`src/rtl/rx_frame_ctrl.sv`:
```
// rx_frame_ctrl: SFD hunt, PHR length capture and bit-wise payload gating into the output FIFO.
// Optional FCS check (CRC-16 x^16+x^12+x^5+1, LSB-first) is built when RX_FRAME_CTRL_CRC_EN is defined.
module rx_frame_ctrl #(
  parameter logic [7:0]  SFD_PATTERN    = 8'hA7,
  parameter int unsigned TIMEOUT_CYCLES = 4096,
  parameter int unsigned MAX_LEN        = 127
) (
  input  logic       inClock,
  input  logic       inReset,
  input  logic       inEnable,
  input  logic       inBitValid,
  input  logic       inBit,
  input  logic       inFifoFull,
  output logic       outWriteEnable,
  output logic       outData,
  output logic       outFrameActive,
  output logic       outFrameDone,
  output logic       outFrameError,
  output logic [1:0] outErrorCode,
  output logic [6:0] outFrameLength,
  output logic       outCrcOk
);

  localparam int unsigned TimerW = $clog2(TIMEOUT_CYCLES + 1);
  localparam int unsigned CountW = 10;

  typedef enum logic [2:0] {sIdle, sHunt, sLength, sPayload, sDone, sError} stateT;

  stateT             state, stateNext;
  logic [7:0]        shiftReg, shiftNext, shiftCand;
  logic [CountW-1:0] bitCount, bitCountNext;
  logic [TimerW-1:0] timer, timerNext, timerInc;
  logic [6:0]        lenCand;
  logic              sfdHit, payloadWrite, lastBit, timedOut;
  logic              writeEnableNext, dataNext;
  logic [1:0]        errorCodeNext;
  logic [6:0]        frameLengthNext;

  assign shiftCand    = {inBit, shiftReg[7:1]};
  assign lenCand      = shiftCand[6:0];
  assign timerInc     = timer + TimerW'(1);
  assign timedOut     = (timerInc == TimerW'(TIMEOUT_CYCLES));
  assign sfdHit       = inEnable && (state == sHunt) && inBitValid && (shiftCand == SFD_PATTERN);
  assign payloadWrite = inEnable && (state == sPayload) && inBitValid && !inFifoFull;
  assign lastBit      = (bitCount == CountW'(1));

  // Next-state and next-output logic
  always_comb begin
    stateNext       = state;
    shiftNext       = shiftReg;
    bitCountNext    = bitCount;
    timerNext       = timer;
    writeEnableNext = 1'b0;
    dataNext        = 1'b0;
    errorCodeNext   = outErrorCode;
    frameLengthNext = outFrameLength;

    if (!inEnable) begin
      stateNext = sIdle;
      shiftNext = '0;
      timerNext = '0;
    end else begin
      case (state)
        sIdle: begin
          shiftNext = '0;
          stateNext = sHunt;
        end
        sHunt: begin
          timerNext = '0;
          if (inBitValid) begin
            shiftNext = shiftCand;
            if (sfdHit) begin
              stateNext     = sLength;
              errorCodeNext = 2'b00;
              bitCountNext  = '0;
            end
          end
        end
        sLength: begin
          if (inBitValid) begin
            timerNext    = '0;
            shiftNext    = shiftCand;
            bitCountNext = bitCount + CountW'(1);
            if (bitCount == CountW'(7)) begin
              if (lenCand == 7'd0 || 32'(lenCand) > MAX_LEN) begin
                stateNext     = sError;
                errorCodeNext = 2'b01;
              end else begin
                stateNext       = sPayload;
                frameLengthNext = lenCand;
                bitCountNext    = {lenCand, 3'b000};
              end
            end
          end else if (timedOut) begin
            stateNext     = sError;
            errorCodeNext = 2'b11;
          end else begin
            timerNext = timerInc;
          end
        end
        sPayload: begin
          if (inBitValid) begin
            timerNext = '0;
            if (inFifoFull) begin
              stateNext     = sError;
              errorCodeNext = 2'b10;
            end else begin
              writeEnableNext = 1'b1;
              dataNext        = inBit;
              bitCountNext    = bitCount - CountW'(1);
              if (lastBit) stateNext = sDone;
            end
          end else if (timedOut) begin
            stateNext     = sError;
            errorCodeNext = 2'b11;
          end else begin
            timerNext = timerInc;
          end
        end
        sDone, sError: begin
          // Strobes in this cycle are dropped; the next frame needs a fresh SFD
          shiftNext = '0;
          timerNext = '0;
          stateNext = sHunt;
        end
        default: stateNext = sIdle;
      endcase
    end
  end

  always_ff @(posedge inClock or posedge inReset) begin
    if (inReset) begin
      state          <= sIdle;
      shiftReg       <= '0;
      bitCount       <= '0;
      timer          <= '0;
      outWriteEnable <= 1'b0;
      outData        <= 1'b0;
      outFrameActive <= 1'b0;
      outFrameDone   <= 1'b0;
      outFrameError  <= 1'b0;
      outErrorCode   <= 2'b00;
      outFrameLength <= '0;
    end else begin
      state          <= stateNext;
      shiftReg       <= shiftNext;
      bitCount       <= bitCountNext;
      timer          <= timerNext;
      outWriteEnable <= writeEnableNext;
      outData        <= dataNext;
      outFrameActive <= (stateNext == sLength) || (stateNext == sPayload);
      outFrameDone   <= (stateNext == sDone);
      outFrameError  <= (stateNext == sError);
      outErrorCode   <= errorCodeNext;
      outFrameLength <= frameLengthNext;
    end
  end

`ifdef RX_FRAME_CTRL_CRC_EN
  logic [15:0] crc, crcNext, crcStep;
  logic        crcOkNext;

  // Reflected CCITT polynomial; a frame carrying its own FCS leaves a zero residue
  assign crcStep = {1'b0, crc[15:1]} ^ ((crc[0] ^ inBit) ? 16'h8408 : 16'h0000);

  always_comb begin
    crcNext   = crc;
    crcOkNext = outCrcOk;
    if (sfdHit) begin
      crcNext   = '0;
      crcOkNext = 1'b1;
    end else if (payloadWrite) begin
      crcNext = crcStep;
      if (lastBit) crcOkNext = (crcStep == 16'h0000);
    end
  end

  always_ff @(posedge inClock or posedge inReset) begin
    if (inReset) begin
      crc      <= '0;
      outCrcOk <= 1'b1;
    end else begin
      crc      <= crcNext;
      outCrcOk <= crcOkNext;
    end
  end
`else
  assign outCrcOk = 1'b1;
`endif

endmodule

```
`config.mk`:
```
export PLATFORM = sky130hd
export DESIGN_NAME = rx_frame_ctrl
export DESIGN_NICKNAME = d
export VERILOG_FILES = /design/src/rtl/rx_frame_ctrl.sv
export SDC_FILE = /design/constraint.sdc
export NUM_CORES = 1
export LEC_CHECK = 0
export ABC_AREA = 1
export CAP_MARGIN = 20
export CORE_UTILIZATION = 50
export CTS_BUF_LIST = sky130_fd_sc_hd__clkbuf_4
export DETAILED_ROUTE_END_ITERATION = 12
export GPL_TIMING_DRIVEN = 0
export PLACE_DENSITY = 0.72
export RECOVER_POWER = 50
export SETUP_SLACK_MARGIN = 0.3
export SYNTH_ARGS = -nofsm -noshare
export SYNTH_HDL_FRONTEND = slang
export SYNTH_SLANG_ARGS = --single-unit
```
`constraint.sdc`:
```
create_clock -name inClock -period 1.8 [get_ports inClock]
set_clock_uncertainty 0.1 [all_clocks]
set_input_delay 0.27 -clock inClock [delete_from_list [all_inputs] [get_ports inClock]]
set_output_delay 0.27 -clock inClock [all_outputs]
set_load 0.02 [all_outputs]
```
==> results_dict.tcl, run 1 <==
set metrics [dict create \
    setup_viol 38 \
    min_period_ps 2130 \
    fp.dieH_um 80.25 \
    critPathMaxFanout 4 \
    synth.distinct_cells 39 \
    p_leak_nw 2.037 \
    fp-row-count 28 \
    hold-worst-slack_ps 229.7 \
    worstHoldPathCells 3 \
    end_kind "flip-flop" \
    htree_levels 2 \
    crit_arrival_ps 2370 \
    grt_pass1_wl_um 14410 \
    rsz0062_at_grt "true" \
    vias 3486 \
    dr.pass1.iters 5 \
    tightest_slew_ps 914.9 \
    routedWlPerCell_um 16.57 \
    clock_sinks 47 \
    hpwl_um 5641 \
    antenna_found_initial 0 \
    async_flop_share_pct 100.0 \
    clkTransAtPathRegs_ps 160 \
    grt_pass1_vias 3172 \
    hold_class "in2reg" \
    track_usage_pct 29.26 \
    gr-total-overflow 0 \
    fp.dieArea_mm2 0.006440 \
    maxCapViolCount 0 \
    finalHoldViolCount 0 \
    tns_ps -7447 \
    synth_edf_count 0 \
    synthCells 435 \
    syn_nets 445 \
    critical_path_required_ps 2040 \
    final_antenna_net_count 0 \
    start_util_pct 51.71 \
    numCtsBuffers 5 \
    status "finished with violations" \
    synthFlopType "dfrtp_1" \
    clock.fmax_mhz 469.5 \
    n_antenna_cell 0 \
    final_nets 528 \
    cts_hold_buf 0 \
    synth.cell_area_mm2 0.003062 \
    violations "setup timing" \
    die_w_um 80.25 \
    vdd_drop_max_v 0.0003957 \
    cp-start-kind "flip-flop" \
    yosysWarningCount 0 \
    slew_viol_final 0 \
    gp_congestion 0.8842 \
    viasPerCell 5.869 \
    p_per_area_mw_per_mm2 520.1 \
    max-slew-margin-rel_pct 38.94 \
    clock_latency_ps 400 \
    timing.final.ws_setup_ps -330.1 \
    post-route-period-util_pct 118.3 \
    instances_no_fill 594 \
    root_buffer "clkbuf_4" \
    core-area_mm2 0.005921 \
    drt_iter0_drc 276 \
    placedCellCount 529 \
    critical_path_class "reg2reg" \
    synth_seq_cells 47 \
    numPortBuffers 18 \
    cts_tree "built" \
    ys_seq_area_share_pct 38.41 \
    wl_um 9842 \
    clk_path_buf_depth 2 \
    syn2layout_area_growth_pct 43.24 \
    drive_above_1_share_pct 39.11 \
    grt_max_degree 26 \
    ios 21 \
    worstRegToRegCells 14 \
    synth.avg_cell_area_um2 7.038 \
    drcViolationCount 0 \
]
## routing by layer
layer,up-vias,wire length (µm),global-route usage [%]
li1,1610,-,-
met1,1650,3831,34.01
met2,172,4969,52.82
met3,54,594,4.318
met4,0,446,13.21
met5,-,0,0
## worst max-delay path, cell delays in order, from the launching register on
cell	delay, ps
dfrtp_2	430
buf_4	130
buf_4	90
buf_4	110
nand3_2	90
nand2_2	90
nand3_2	110
nor2_4	160
nand2_4	60
nor2_4	130
nand3_4	120
buf_6	140
nand2_1	70
nand3_2	110
a21oi_2	130
## registers in the layout, indices dropped and copies added, names as in the netlist
signal / count
bitCount: 10
outData: 1
outErrorCode: 2
outFrameActive: 1
outFrameDone: 1
outFrameError: 1
outFrameLength: 7
outWriteEnable: 1
shiftReg: 7
state: 3
timer: 13
## path summary, 6_finish.rpt
kind                                               start                            end  slack [ps]
min reg2reg                outFrameLength[5]$_DFFE_PP0P_  outFrameLength[5]$_DFFE_PP0P_         410
max in group asynchronous                        inReset        bitCount[5]$_DFFE_PP0P_         190
min                                           inBitValid       outFrameActive$_DFF_PP0_         230
max                                 timer[0]$_DFFE_PP0P_         outFrameDone$_DFF_PP0_        -330
min in group asynchronous                        inReset  outFrameLength[1]$_DFFE_PP0P_         400
max reg2reg                         timer[0]$_DFFE_PP0P_         outFrameDone$_DFF_PP0_        -330
## cells in the final DEF, fill, tap and decap left out, drive strengths merged, types with 2 or more instances in the layout
| cell type | n |
|---|---|
| nand2 | 111 |
| buf | 64 |
| inv | 54 |
| nor2 | 52 |
| dfrtp | 47 |
| nand3 | 40 |
| o21ai | 33 |
| a21oi | 22 |
| nand4 | 16 |
| clkbuf | 16 |
| nor3 | 10 |
| clkdlybuf4s15 | 6 |
| xor2 | 5 |
| o211ai | 5 |
| a31oi | 5 |
| nand3b | 5 |
| a22oi | 5 |
| ha | 4 |
| dlygate4sd2 | 3 |
| a32oi | 2 |
| o21bai | 2 |
| clkinvlp | 2 |
| clkdlybuf4s50 | 2 |
## area by class of cell
class / count / area [µm²]
Buffer: 12 / 115.1
Clock buffer: 5 / 37.54
Clock inverter: 3 / 23.77
Fill cell: 436 / 1535
Inverter: 54 / 214.0
Multi-Input combinational cell: 323 / 2102
Sequential cell: 47 / 1184
Tap cell: 75 / 93.84
Timing Repair Buffer: 75 / 615.6
## cells in the mapped netlist, drive strengths merged (5+ instances only)
cell	number	area share, %
xor2	5	1.4
nand4	16	3.3
clkbuf	5	0.69
a21oi	22	3.6
dfrtp	47	38
a31oi	5	1.0
nand3	40	7.3
nand2	111	14
o21ai	33	5.4
a22oi	5	1.2
nor3	10	1.8
o211ai	5	1.2
buf	7	1.6
nor2	51	7.3
nand3b	5	1.2
inv	52	6.4
## what timing repair did
action / in CTS / in global routing
cloned: 3 / 1
setup buffers: 37 / 16
endpoints found under the setup margin: 52 / 56
pin swaps: 33 / 32
resized for setup: 86 / 86
## where the power goes
| group | switching (W) | internal [W] |
|---|---|---|
| combinational | 0.000335 | 0.000212 |
| sequential | 0.0000672 | 0.00110 |
| clock | 0.000407 | 0.000157 |
## metrics by stage
stage               worst slack, ps  util, %  instance area (µm²)  total power (W)
finish                       -330.1    74.07                 4385         0.002281
global route                 -409.6    74.07                 4385         0.002374
floorplan                    -31.64        -                 3188         0.001449
global placement             -789.7    58.47                 3462         0.001542
CTS                          -274.9    68.45                 4053         0.002171
detailed placement           -702.7    58.94                 3490         0.001562
## logic make-up (layout without fill, tap and decap cells)
group | count (synthesis) | in the layout | synth area share [%]
buffers and inverters | 66 | 149 | 8.950
flip-flops | 47 | 47 | 38.41
AND/OR/NAND/NOR | 235 | 236 | 35.19
AO/OA/AOI/OAI | 76 | 76 | 13.98
XOR/XNOR | 6 | 6 | 1.716
other | 1 | 1 | 0.1225
adder cells (fa/ha/maj) | 4 | 4 | 1.635
Power figures use the tool's default switching activity.
==> run 2: changes to the inputs <==
CORE_UTILIZATION = 30   (was 50)
PLACE_DENSITY = default   (was 0.72)
clock period = 2.25 ns   (was 1.8 ns; I/O delays follow)
==> run 2 against run 1 <==
Effect of this change:
- the flow now finishes without violations
- largest cell class unchanged
- final area is 9.0% lower
- fmax is 2.6% higher
- clock-buffer cell count stayed put
- total power is 20% lower
- critical endpoint is now timer[6]$_DFFE_PP0P_
==> results_dict.tcl, run 2 (synthesis results as in run 1) <==
set metrics [dict create \
    top_register "timer" \
    numPortBuffers 18 \
    antenna_found_initial 0 \
    end_kind "flip-flop" \
    routedWlPerCell_um 13.91 \
    dr.pass1.iters 4 \
    cpMostUsedCell "nand2_1" \
    max-slew-margin-rel_pct 43.95 \
    final_nets 498 \
    path_buf_inv 2 \
    drive_above_1_share_pct 24.13 \
    clock_sinks 47 \
    cp_slowest_stage_delay_ps 430 \
    crit_path_cell_trace "buf_6, nand2_4, nor2_4, nand4_1, nand2_2, nand2_1, nand3b_1, nor2_2, nand3_4, nand2_4, clkbuf_16, nand2_1, nand2_1" \
    vdd_drop_max_v 0.0002809 \
    hold-worst-slack_ps 296.4 \
    p_int_w 0.001250 \
    drt_iter0_drc 189 \
    p_leak_nw 1.843 \
    clkTransAtPathRegs_ps 140 \
    core-area_mm2 0.009819 \
    min_period_ps 2076 \
    finalHoldViolCount 0 \
    maxCapViolCount 0 \
    tightest_slew_ps 839.9 \
    hpwl_um 5783 \
    vias 3146 \
    critical_path_required_ps 2470 \
    cp_slowest_cell "dfrtp_1" \
    slew_viol_final 0 \
    die_w_um 103.0 \
    combPwrFrac_pct 19.3 \
    cp-start-kind "flip-flop" \
    ios 21 \
    fp-row-count 36 \
    wl_um 8654 \
    crit_arrival_ps 2300 \
    rsz0062_at_grt "true" \
    p_per_area_mw_per_mm2 455.5 \
    largest_reg_flops 13 \
    post-route-period-util_pct 92.26 \
    p_total_w 0.001817 \
    root_buffer "clkbuf_4" \
    timing.final.ws_setup_ps 174.2 \
    syn2layout_area_growth_pct 30.28 \
    start_util_pct 31.18 \
    numCtsBuffers 5 \
    power_switching_share_pct 31.20 \
    critPathMaxFanout 8 \
    hold_class "in2reg" \
    grt_pass1_wl_um 13870 \
    gp_congestion 0.8725 \
    preCtsSetupSlack_ps -306.0 \
    clock_latency_ps 390 \
    clk_path_buf_depth 2 \
    fin_util_pct 40.62 \
    grt_max_degree 27 \
    seqPwrFrac_pct 50.8 \
    viasPerCell 5.058 \
    final_common_cell "nand2_1" \
    cts_tree "built" \
    top_regs "timer: 13 flops, bitCount: 10 flops" \
    clockPowerShare_pct 29.9 \
    fp.dieArea_mm2 0.01061 \
    grt_pass1_vias 2964 \
    gr-total-overflow 0 \
    status "finished, final reports clean" \
    layout_common_cells "nand2_1 (88), inv_1 (44), dfrtp_1 (42)" \
    critical_path_class "reg2reg" \
    drcViolationCount 0 \
    final_antenna_net_count 0 \
    crit_family "simple AND/OR/NAND/NOR gates" \
    cts_hold_buf 0 \
    track_usage_pct 16.59 \
    power.switching_w 0.0005670 \
    setup_viol 0 \
    clock.fmax_mhz 481.7 \
    n_antenna_cell 0 \
    fp.dieH_um 103.0 \
    htree_levels 2 \
]
==> run 2: cell count changes in the layout (fill, tap and decap cells not counted), sizes merged <==
cell           before  now
buf                64   33
bufinv              0    1
clkbuf             16   11
clkdlybuf4s15       6    0
clkdlybuf4s50       2   16
clkinv              1    4
clkinvlp            2    0
dlygate4sd2         3    1
inv                54   52
==> run 2: final timing paths <==
check	slack (ps)	from	endpoint	cells after the start
worst min-delay path	300	inBitValid	outFrameActive$_DFF_PP0_	3
max in group asynchronous	410	inReset	state[1]$_DFF_PP0_	3
worst min register to register	410	outFrameLength[3]$_DFFE_PP0P_	outFrameLength[3]$_DFFE_PP0P_	2
worst max register to register	170	timer[0]$_DFFE_PP0P_	timer[6]$_DFFE_PP0P_	13
min in group asynchronous	440	inReset	bitCount[5]$_DFFE_PP0P_	2
worst max-delay path	170	timer[0]$_DFFE_PP0P_	timer[6]$_DFFE_PP0P_	13
==> run 2: layout make-up <==
class / instances / area, µm²
plain buffers: 12 / 97.59
well taps: 133 / 166.4
clock inverters: 3 / 43.79
repair buffers: 45 / 415.4
fillers: 1047 / 5831
flip-flops and latches: 47 / 1182
clock buffers: 5 / 37.54
inverters: 54 / 210.2
multi-input cells: 323 / 1836
==> run 2: worst register-to-register path, stage by stage (launching register included) <==
cell and delay (ps):
dfrtp_1 430, buf_6 130, nand2_4 40, nor2_4 210, nand4_1 150, nand2_2 110, nand2_1 60, nand3b_1 160
nor2_2 140, nand3_4 120, nand2_4 130, clkbuf_16 160, nand2_1 50, nand2_1 50
==> run 2: timing repair <==
| action | in CTS | in global routing |
|---|---|---|
| cloned | 1 | 3 |
| gates resized for setup | 34 | 61 |
| buffers inserted | 12 | 11 |
| pin swaps | 8 | 17 |
| setup endpoints to repair | 37 | 38 |
==> run 2: layer usage <==
metal	wire (µm)	global-route usage, %	vias to the layer above
li1	-	-	1558
met1	3846	20.97	1519
met2	4395	28.97	61
met3	318	2.644	8
met4	93	5.092	0
met5	0	0	-
==> run 2: stage by stage <==
stage	instances	instance area, µm²	TNS (ps)
3_5_place_dp	587	3428	-4132
5_1_grt	622	3989	0
4_1_cts	608	3714	0
6_report	622	3989	0
2_1_floorplan	435	3062	0
3_3_place_gp	586	3408	-20660
==> run 2: power by group through the flow <==
stage / Sequential (W) / Clock, W / Combinational [W]
final: 0.000923 / 0.000543 / 0.000351
after floorplan: 0.000935 / 0 / 0.000204
after detailed placement: 0.000935 / 0 / 0.000290
after global placement: 0.000936 / 0 / 0.000280
after CTS: 0.000918 / 0.000561 / 0.000317
after global routing: 0.000930 / 0.000594 / 0.000391
==> run 3: changes to the inputs <==
CORE_ASPECT_RATIO = 1.2   (was default)
MAX_ROUTING_LAYER = met4   (was default)
==> run 3 against run 2 <==
Effect of this change:
- critical path depth rose by 1
- global-route usage rose by 1.0 points
- routed wire length rose by 0.54%
- critical endpoint is now outFrameError$_DFF_PP0_
- core utilization fell by 0.24 points
- final cell count rose by 0.32%
- setup slack got worse by 5.3 ps
- sequential cell count did not move
==> results_dict.tcl, run 3 (synthesis results as in run 1) <==
set metrics [dict create \
    status "finished, final reports clean" \
    power_switching_share_pct 32.70 \
    cts_tree "built" \
    rsz0062_at_grt "true" \
    routedWlPerCell_um 13.94 \
    layout_common_cells "nand2_1 (96), inv_1 (43), dfrtp_1 (43)" \
    cp_slowest_stage_delay_ps 410 \
    fp-row-count 40 \
    track_usage_pct 17.61 \
    final_common_cell "nand2_1" \
    worstHoldStart "inBitValid" \
    crit_path_cell_trace "ha_2, buf_4, nand3_2, nand2_1, nand2_2, nor2_2, nand2_1, nor2_2, nand3_2, nand3_2, nand2_1, nand2_2, nand2_2, nor2_1" \
    max-slew-margin-rel_pct 44.34 \
    fin_area_mm2 0.004021 \
    htree_levels 2 \
    crit_arrival_ps 2290 \
    worstHoldPathCells 3 \
    fin_util_pct 40.38 \
    drive_above_1_share_pct 25.70 \
    clockPowerShare_pct 24.3 \
    core-area_mm2 0.009960 \
    start_util_pct 30.74 \
    power.switching_w 0.0005527 \
    top_register "timer" \
    setup_viol 0 \
    final_nets 507 \
    maxCapViolCount 0 \
    syn2layout_area_growth_pct 31.34 \
    clock_sinks 47 \
    crit_family "simple AND/OR/NAND/NOR gates" \
    p_leak_nw 1.864 \
    slew_viol_final 0 \
    ios 21 \
    worstRegToRegCells 14 \
    tightest_slew_ps 835.0 \
    final_antenna_net_count 0 \
    numCtsBuffers 5 \
    clk_path_buf_depth 2 \
    finalHoldViolCount 0 \
    wl_um 8701 \
    fill_cells 1017 \
    hold-path-endpoint "outFrameActive$_DFF_PP0_" \
    vias 3178 \
    drt_iter0_drc 239 \
    placedCellCount 580 \
    end_kind "flip-flop" \
    clkTransAtPathRegs_ps 140 \
    critPathMaxFanout 4 \
    die_w_um 94.22 \
    seqPwrFrac_pct 54.5 \
    gp_congestion 0.9103 \
    grt_pass1_wl_um 14380 \
    combPwrFrac_pct 21.2 \
    p_per_area_mw_per_mm2 420.3 \
    vdd_drop_max_v 0.0002739 \
    p_int_w 0.001137 \
    gr-total-overflow 0 \
    critical_path_required_ps 2460 \
    hold-worst-slack_ps 294.6 \
    fp.dieH_um 112.7 \
    dr.pass1.iters 4 \
    grt_pass1_vias 2993 \
    min_period_ps 2081 \
    hold_class "in2reg" \
    hpwl_um 5880 \
    crit_start "timer[0]$_DFFE_PP0P_" \
    post-route-period-util_pct 92.50 \
    cp_slowest_cell "dfrtp_1" \
    clock_latency_ps 380 \
    placed_area_mm2 0.003420 \
    instances_no_fill 624 \
    grt_max_degree 34 \
    antenna_found_initial 0 \
    fp.dieArea_mm2 0.01062 \
    largest_reg_flops 13 \
    root_buffer "clkbuf_4" \
    path_buf_inv 1 \
    crit-reg2reg-launch "timer[0]$_DFFE_PP0P_" \
    numPortBuffers 18 \
    drcViolationCount 0 \
    n_antenna_cell 0 \
    cp-start-kind "flip-flop" \
    tns_ps 0 \
    r2r_setup_slack_ps 170 \
    critical_path_class "reg2reg" \
    clock.fmax_mhz 480.5 \
    top_regs "timer: 13 flops, bitCount: 10 flops" \
    viasPerCell 5.093 \
    r2r-end "outFrameError$_DFF_PP0_" \
]
==> run 3: power groups by stage <==
stage / sequential [W] / combinational, W / clock [W]
floorplan: 0.000935 / 0.000204 / 0
global placement: 0.000937 / 0.000283 / 0
detailed placement: 0.000937 / 0.000290 / 0
CTS: 0.000920 / 0.000323 / 0.000429
global route: 0.000927 / 0.000398 / 0.000463
finish: 0.000921 / 0.000358 / 0.000411
==> run 3: timing repair <==
action / in CTS / in global routing
cloned: 2 / 1
setup buffers: 21 / 12
pin swaps: 25 / 18
setup endpoints to repair: 37 / 38
gates resized for setup: 49 / 49
hold buffers: 0 / 0
==> run 3: area by class of cell <==
cell class | instances | area [µm²] | share of cell area (%)
plain buffers | 12 | 93.84 | 2.334
clock buffers | 5 | 37.54 | 0.9334
clock inverters | 3 | 20.02 | 0.4978
inverters | 54 | 216.5 | 5.383
multi-input cells | 322 | 1838 | 45.71
flip-flops and latches | 47 | 1181 | 29.37
well taps | 126 | 157.7 | 3.920
repair buffers | 55 | 476.7 | 11.85
==> run 3: worst max path at each step <==
| stage | endpoint | cells after the start |
|---|---|---|
| after floorplan | timer[12]$_DFFE_PP0P_ | 11 |
| after global placement | shiftReg[3]$_DFFE_PP0P_ | 2 |
| after detailed placement | bitCount[9]$_DFFE_PP0P_ | 9 |
| after CTS | timer[1]$_DFFE_PP0P_ | 11 |
| after global routing | timer[12]$_DFFE_PP0P_ | 12 |
| final | outFrameError$_DFF_PP0_ | 14 |
==> run 3: layer usage <==
metal  global-route usage [%]  wire [µm]  up-vias
met3                    2.371        266       23
met1                    20.31       3564     1511
met2                    31.06       4629       73
li1                         -          -     1571
met4                    5.538        240        0
met5                        -          0        -
==> run 3: tightest hold or removal path, delay by kind of cell <==
family | cells | cell delay (ps)
AOI/OAI and AO/OA | 2 | 240
buffers and inverters | 1 | 160
==> run 3: stage by stage <==
| stage | setup slack (ps) | total power, W |
|---|---|---|
| after global placement | -369.8 | 0.001219 |
| after CTS | 215.3 | 0.001672 |
| final | 168.8 | 0.001690 |
| after detailed placement | -263.3 | 0.001227 |
| after global routing | 36.64 | 0.001789 |
| after floorplan | 344.4 | 0.001140 |
==> patch 1 (config.mk and constraints of run 2) <==
Compare `bitCount` against `CountW'(7)` with >= in place of ==.
--- a/src/rtl/rx_frame_ctrl.sv
+++ b/src/rtl/rx_frame_ctrl.sv
@@ -81,7 +81,7 @@
             timerNext    = '0;
             shiftNext    = shiftCand;
             bitCountNext = bitCount + CountW'(1);
-            if (bitCount == CountW'(7)) begin
+            if (bitCount >= CountW'(7)) begin
               if (lenCand == 7'd0 || 32'(lenCand) > MAX_LEN) begin
                 stateNext     = sError;
                 errorCodeNext = 2'b01;
Formal check against the unedited RTL: no difference found for any inputs over 10 cycles, from zero or initial values and one cycle with inReset high; that may be too few to reach the edited logic, so the function may still have changed.
==> patch 1 against run 2 <==
- worst setup slack improved by 0.046 ns
- power increased by 11%
- sequential cell count is the same
- synthesized area rose by 9.5%
- design area grew 10%
- non-clock buffer count increased by 15
- routed wire length is 9.5% higher
- largest cell class unchanged
==> patch 1: results (changes against run 2) <==
| Metric | Value | Unit | Change |
| --- | --- | --- | --- |
| Result of the run | completed | - |  |
| Sequential cell area fraction in the yosys report | 0.351 | - | -0.0333 |
| Fill cell total of the finished layout | 1143 | - | +9.2% |
| Initial antenna violation count | 1 | - | +1 |
| Met2 Wirelength | 4680 | µm | +6.6% |
| Stages on the worst setup path | 11 | - | -2 |
| Worst path arrival time | 2.21 | ns | -0.09 ns |
| Seq. cell area | 1190 | µm² | +0.53% |
| Register clock-pin slew on the reported worst setup and hold paths | 0.16 | ns | +0.02 ns |
| Buffers added on ports | 17 | - | -1 |
| Clock buf/inv share | 0.0131 | - | -0.00728 |
| Layout cells sized above 1 | 0.333 | - | +0.0920 |
| Hold/Removal Path Class | in2async | - |  |
| Top post-synthesis cells by count | 91 x sky130_fd_sc_hd__nand2_1, 51 x sky130_fd_sc_hd__nor2_1, 47 x sky130_fd_sc_hd__dfrtp_1, 47 x sky130_fd_sc_hd__inv_1, 29 x sky130_fd_sc_hd__nand3_1 | - |  |
| Number of buffers other than clock buffers in the final layout | 72 | - | +26% |
| Internal power of the cells | 1.29 | mW | +3.3% |
| Layout multi-input combinational cell count | 333 | - | +3.1% |
| Overall routing resource usage | 0.162 | - | -0.00392 |
| Met1 WL | 4220 | µm | +9.6% |
| Share of power burned in the clock network | 0.205 | - | -0.094 |
| Cell types with the largest area share after synthesis | sky130_fd_sc_hd__dfrtp_1 35%, sky130_fd_sc_hd__nand2_1 10%, sky130_fd_sc_hd__nor2_1 5.7% | - |  |
| Worst stage delay on the critical path | 0.45 | ns | +0.02 ns |
| Synthesized netlist net count | 470 | - | +5.6% |
| Power Combinational | 642 | µW | +83% |
| Worst vdd ir | 269 | µV | -4.3% |
| Post-detailed-routing wire length | 9480 | µm | +9.5% |
| Worst slack on hold paths | 0.204 | ns | -0.0927 ns |
| Total leakage power | 1.91 | nW | +3.7% |
| Crit Path Max Fanout | 6 | - | -2 |
| Register-to-register path setup slack | 0.22 | ns | +0.05 ns |
| Drt initial violations | 181 | - | -4.2% |
| DR vias | 3343 | - | +6.3% |
| Rel. slew slack | 0.286 | - | -0.153 |
| Number of global-route vias before repair | 3140 | - | +5.9% |
| Routability cong. | 0.888 | - | +1.8% |
| Detailed Routing Iterations Pass 1 | 5 | - | +1 |
| Maximum number of pins on one net before global-route repair | 42 | - | +56% |
| GRT met3 Usage | 0.0200 | - | -0.00646 |
-- patch 1: cell count changes in the layout (fill, tap and decap cells not counted), moves of 5 or more --
cell / before / now
sky130_fd_sc_hd__o21ai_1: 9 / 15
sky130_fd_sc_hd__nand2_1: 88 / 78
sky130_fd_sc_hd__dfrtp_2: 5 / 10
sky130_fd_sc_hd__nor2_4: 5 / 11
sky130_fd_sc_hd__buf_2: 2 / 7
sky130_fd_sc_hd__a21oi_1: 21 / 15
sky130_fd_sc_hd__nand3_1: 29 / 21
sky130_fd_sc_hd__nand2_2: 19 / 13
sky130_fd_sc_hd__dfrtp_1: 42 / 37
sky130_fd_sc_hd__inv_2: 7 / 15
sky130_fd_sc_hd__buf_4: 21 / 31
sky130_fd_sc_hd__o21ai_0: 22 / 17
sky130_fd_sc_hd__nand3_2: 9 / 19
sky130_fd_sc_hd__nand4_1: 16 / 25
-- patch 1: stage by stage --
stage          instances  total power, mW  setup TNS, ns  setup WS, ns
2_1_floorplan        460             1.29              0         0.408
3_3_place_gp         617             1.40         -15.13        -0.325
3_5_place_dp         618             1.41              0        0.0653
4_1_cts              642             1.92              0         0.295
5_1_grt              663             2.13              0        0.0991
6_report             663             2.03              0         0.220
-- patch 1: path summary, 6_finish.rpt --
kind,from,endpoint
min in group inClock,inEnable,shiftReg[6]
worst min-delay path,inReset,timer[11]
worst min register to register,outFrameLength[5],outFrameLength[5]
worst max register to register,timer[1],timer[2]
max in group asynchronous,inReset,state[0]
worst max-delay path,timer[1],timer[2]
-- patch 1: cells by family (layout without fill, tap and decap cells) --
logic type      after synthesis  count (layout)  synth area share
simple gates                252             252             0.389
buf+inv                      80             142             0.105
compound gates               66              66             0.114
flops                        47              47             0.351
xor+xnor                     10              10            0.0261
fa+ha+maj                     4               4            0.0149
other cells                   1               2           0.00112
==> patch 2 (settings of run 2) <==
Without the edit above. Set the parameter `TIMEOUT_CYCLES` to 8192 (it was 4096).
--- a/src/rtl/rx_frame_ctrl.sv
+++ b/src/rtl/rx_frame_ctrl.sv
@@ -2,7 +2,7 @@
 // Optional FCS check (CRC-16 x^16+x^12+x^5+1, LSB-first) is built when RX_FRAME_CTRL_CRC_EN is defined.
 module rx_frame_ctrl #(
   parameter logic [7:0]  SFD_PATTERN    = 8'hA7,
-  parameter int unsigned TIMEOUT_CYCLES = 4096,
+  parameter int unsigned TIMEOUT_CYCLES = 8192,
   parameter int unsigned MAX_LEN        = 127
 ) (
   input  logic       inClock,
Formal check against the unedited RTL: same outputs for any inputs over 10 cycles, from zero or initial values and one cycle with inReset high; that may be too few to reach the edited logic, so the function may still have changed.
==> patch 2 against run 2 <==
- worst setup slack gained 0.063 ns
- combinational power is 2% higher
- non-clock buffer count decreased by 1
- power grew 1.9%
- routed wire length is 3.4% lower
- utilization rose by 1.7 points
- worst hold slack got worse by 0.065 ns
- synthesized area rose by 0.25%
- die area grew 0.24%
- sequential cell count increased by 1
- design area increased by 4.8%
- sequential share of layout area decreased by 0.72 points
- critical path type unchanged
==> patch 2: results (changes against run 2) <==
| Metric | Value | Unit | Change |
| --- | --- | --- | --- |
| DR vias/cell | 4.99 | - | -1.3% |
| Final-stage net count | 491 | - | -1.4% |
| Cell types with the largest area share after synthesis | sky130_fd_sc_hd__dfrtp_1 39%, sky130_fd_sc_hd__nand2_1 11%, sky130_fd_sc_hd__inv_1 7.1% | - |  |
| Buffers added on ports | 19 | - | +1 |
| Overall routing resource usage | 0.159 | - | -0.00685 |
| Drt initial violations | 150 | - | -21% |
| Cells after DPL | 580 | - | -1.2% |
| Synthesized netlist net count | 437 | - | -1.8% |
| Met2 Wirelength | 4190 | µm | -4.7% |
| Crit Path Max Fanout | 5 | - | -3 |
| Result of the run | completed | - |  |
| Worst vdd ir | 299 | µV | +6.4% |
| Pre-CTS worst setup slack | -0.238 | ns | +0.0675 ns |
| Routability cong. | 0.877 | - | +0.47% |
| Layout cells sized above 1 | 0.297 | - | +0.0554 |
| Registers with the most flip-flops | timer x14, bitCount x10 | - |  |
| Worst stage delay on the critical path | 0.46 | ns | +0.03 ns |
| Rel. slew slack | 0.388 | - | -0.0511 |
| Register clock-pin slew on the reported worst setup and hold paths | 0.16 | ns | +0.02 ns |
| Critical-path cell with the highest stage delay | sky130_fd_sc_hd__dfrtp_2 | - |  |
| Met3 routed WL | 360 | µm | +13% |
| Post-DP HPWL | 5790 | µm | about the same |
| Sequential cell area fraction in the yosys report | 0.391 | - | +0.00721 |
| First-pass GRT wire length | 13200 | µm | -5.0% |
| Top post-synthesis cells by count | 88 x sky130_fd_sc_hd__nand2_1, 58 x sky130_fd_sc_hd__inv_1, 48 x sky130_fd_sc_hd__dfrtp_1, 39 x sky130_fd_sc_hd__nor2_1, 37 x sky130_fd_sc_hd__o21ai_0 | - |  |
| Number of distinct standard cells referenced by the synthesized netlist | 35 | - | -10% |
## patch 2: worst max-delay path, delay by kind of cell (launching register included)
family | cells | cell delay [ns]
AND/OR/NAND/NOR | 12 | 1.04
flip-flops | 1 | 0.46
adder cells (fa/ha/maj) | 1 | 0.19
buffers and inverters | 1 | 0.14
## patch 2: routing by layer
metal	up-vias	track usage
met2	76	0.276
met4	0	0.0444
met1	1451	0.206
met3	8	0.0231
li1	1535	-
met5	-	0
## patch 2: final timing paths
check,from,end,depth (start not counted)
worst max-delay path,timer[0],timer[9],14
worst min-delay path,inEnable,outWriteEnable,3
worst max register to register,timer[0],timer[9],14
worst min register to register,outFrameLength[0],outFrameLength[0],2
min in group asynchronous,inReset,shiftReg[6],2
max in group asynchronous,inReset,timer[0],3
## patch 2: cell families (layout without fill, tap and decap cells)
group / after synthesis / count (layout) / share of synthesized area
DFF: 48 / 48 / 0.391
muxes: 3 / 3 / 0.00978
xor gates and xnor gates: 4 / 4 / 0.0114
buffers and inverters: 71 / 126 / 0.0954
adders and majority gates: 4 / 4 / 0.0163
AOI/OAI and AO/OA: 87 / 87 / 0.165
other: 1 / 1 / 0.00122
and+or+nand+nor: 209 / 209 / 0.310
## patch 2: repair_timing
item                       4_1_cts  5_1_grt
gates cloned                     1        1
setup endpoints to repair       38       39
setup buffers                   11       14
pin swaps                       19       24
resized for setup               43       88
hold buffers                     0        0
## patch 2: through the flow
step / instance area [µm²] / hold WS (ns)
after global placement: 3430 / 0.370
after detailed placement: 3450 / 0.377
after CTS: 3800 / 0.200
after global routing: 4180 / 0.247
after floorplan: 3070 / 0.371
final: 4180 / 0.231
## patch 2: power by group
group          total (mW)  switching, mW  internal, mW
logic               0.357          0.226         0.130
clock network       0.561          0.323         0.238
registers           0.934         0.0381         0.896
total                1.85          0.588          1.26
## patch 2: cell type report
class	count	area, µm²
inverters	62	238
well taps	133	166
fillers	991	5690
flip-flops and latches	48	1210
clock buffers	5	37.5
clock inverters	3	46.3
multi-input cells	308	1950
repair buffers	47	444
plain buffers	9	86.3
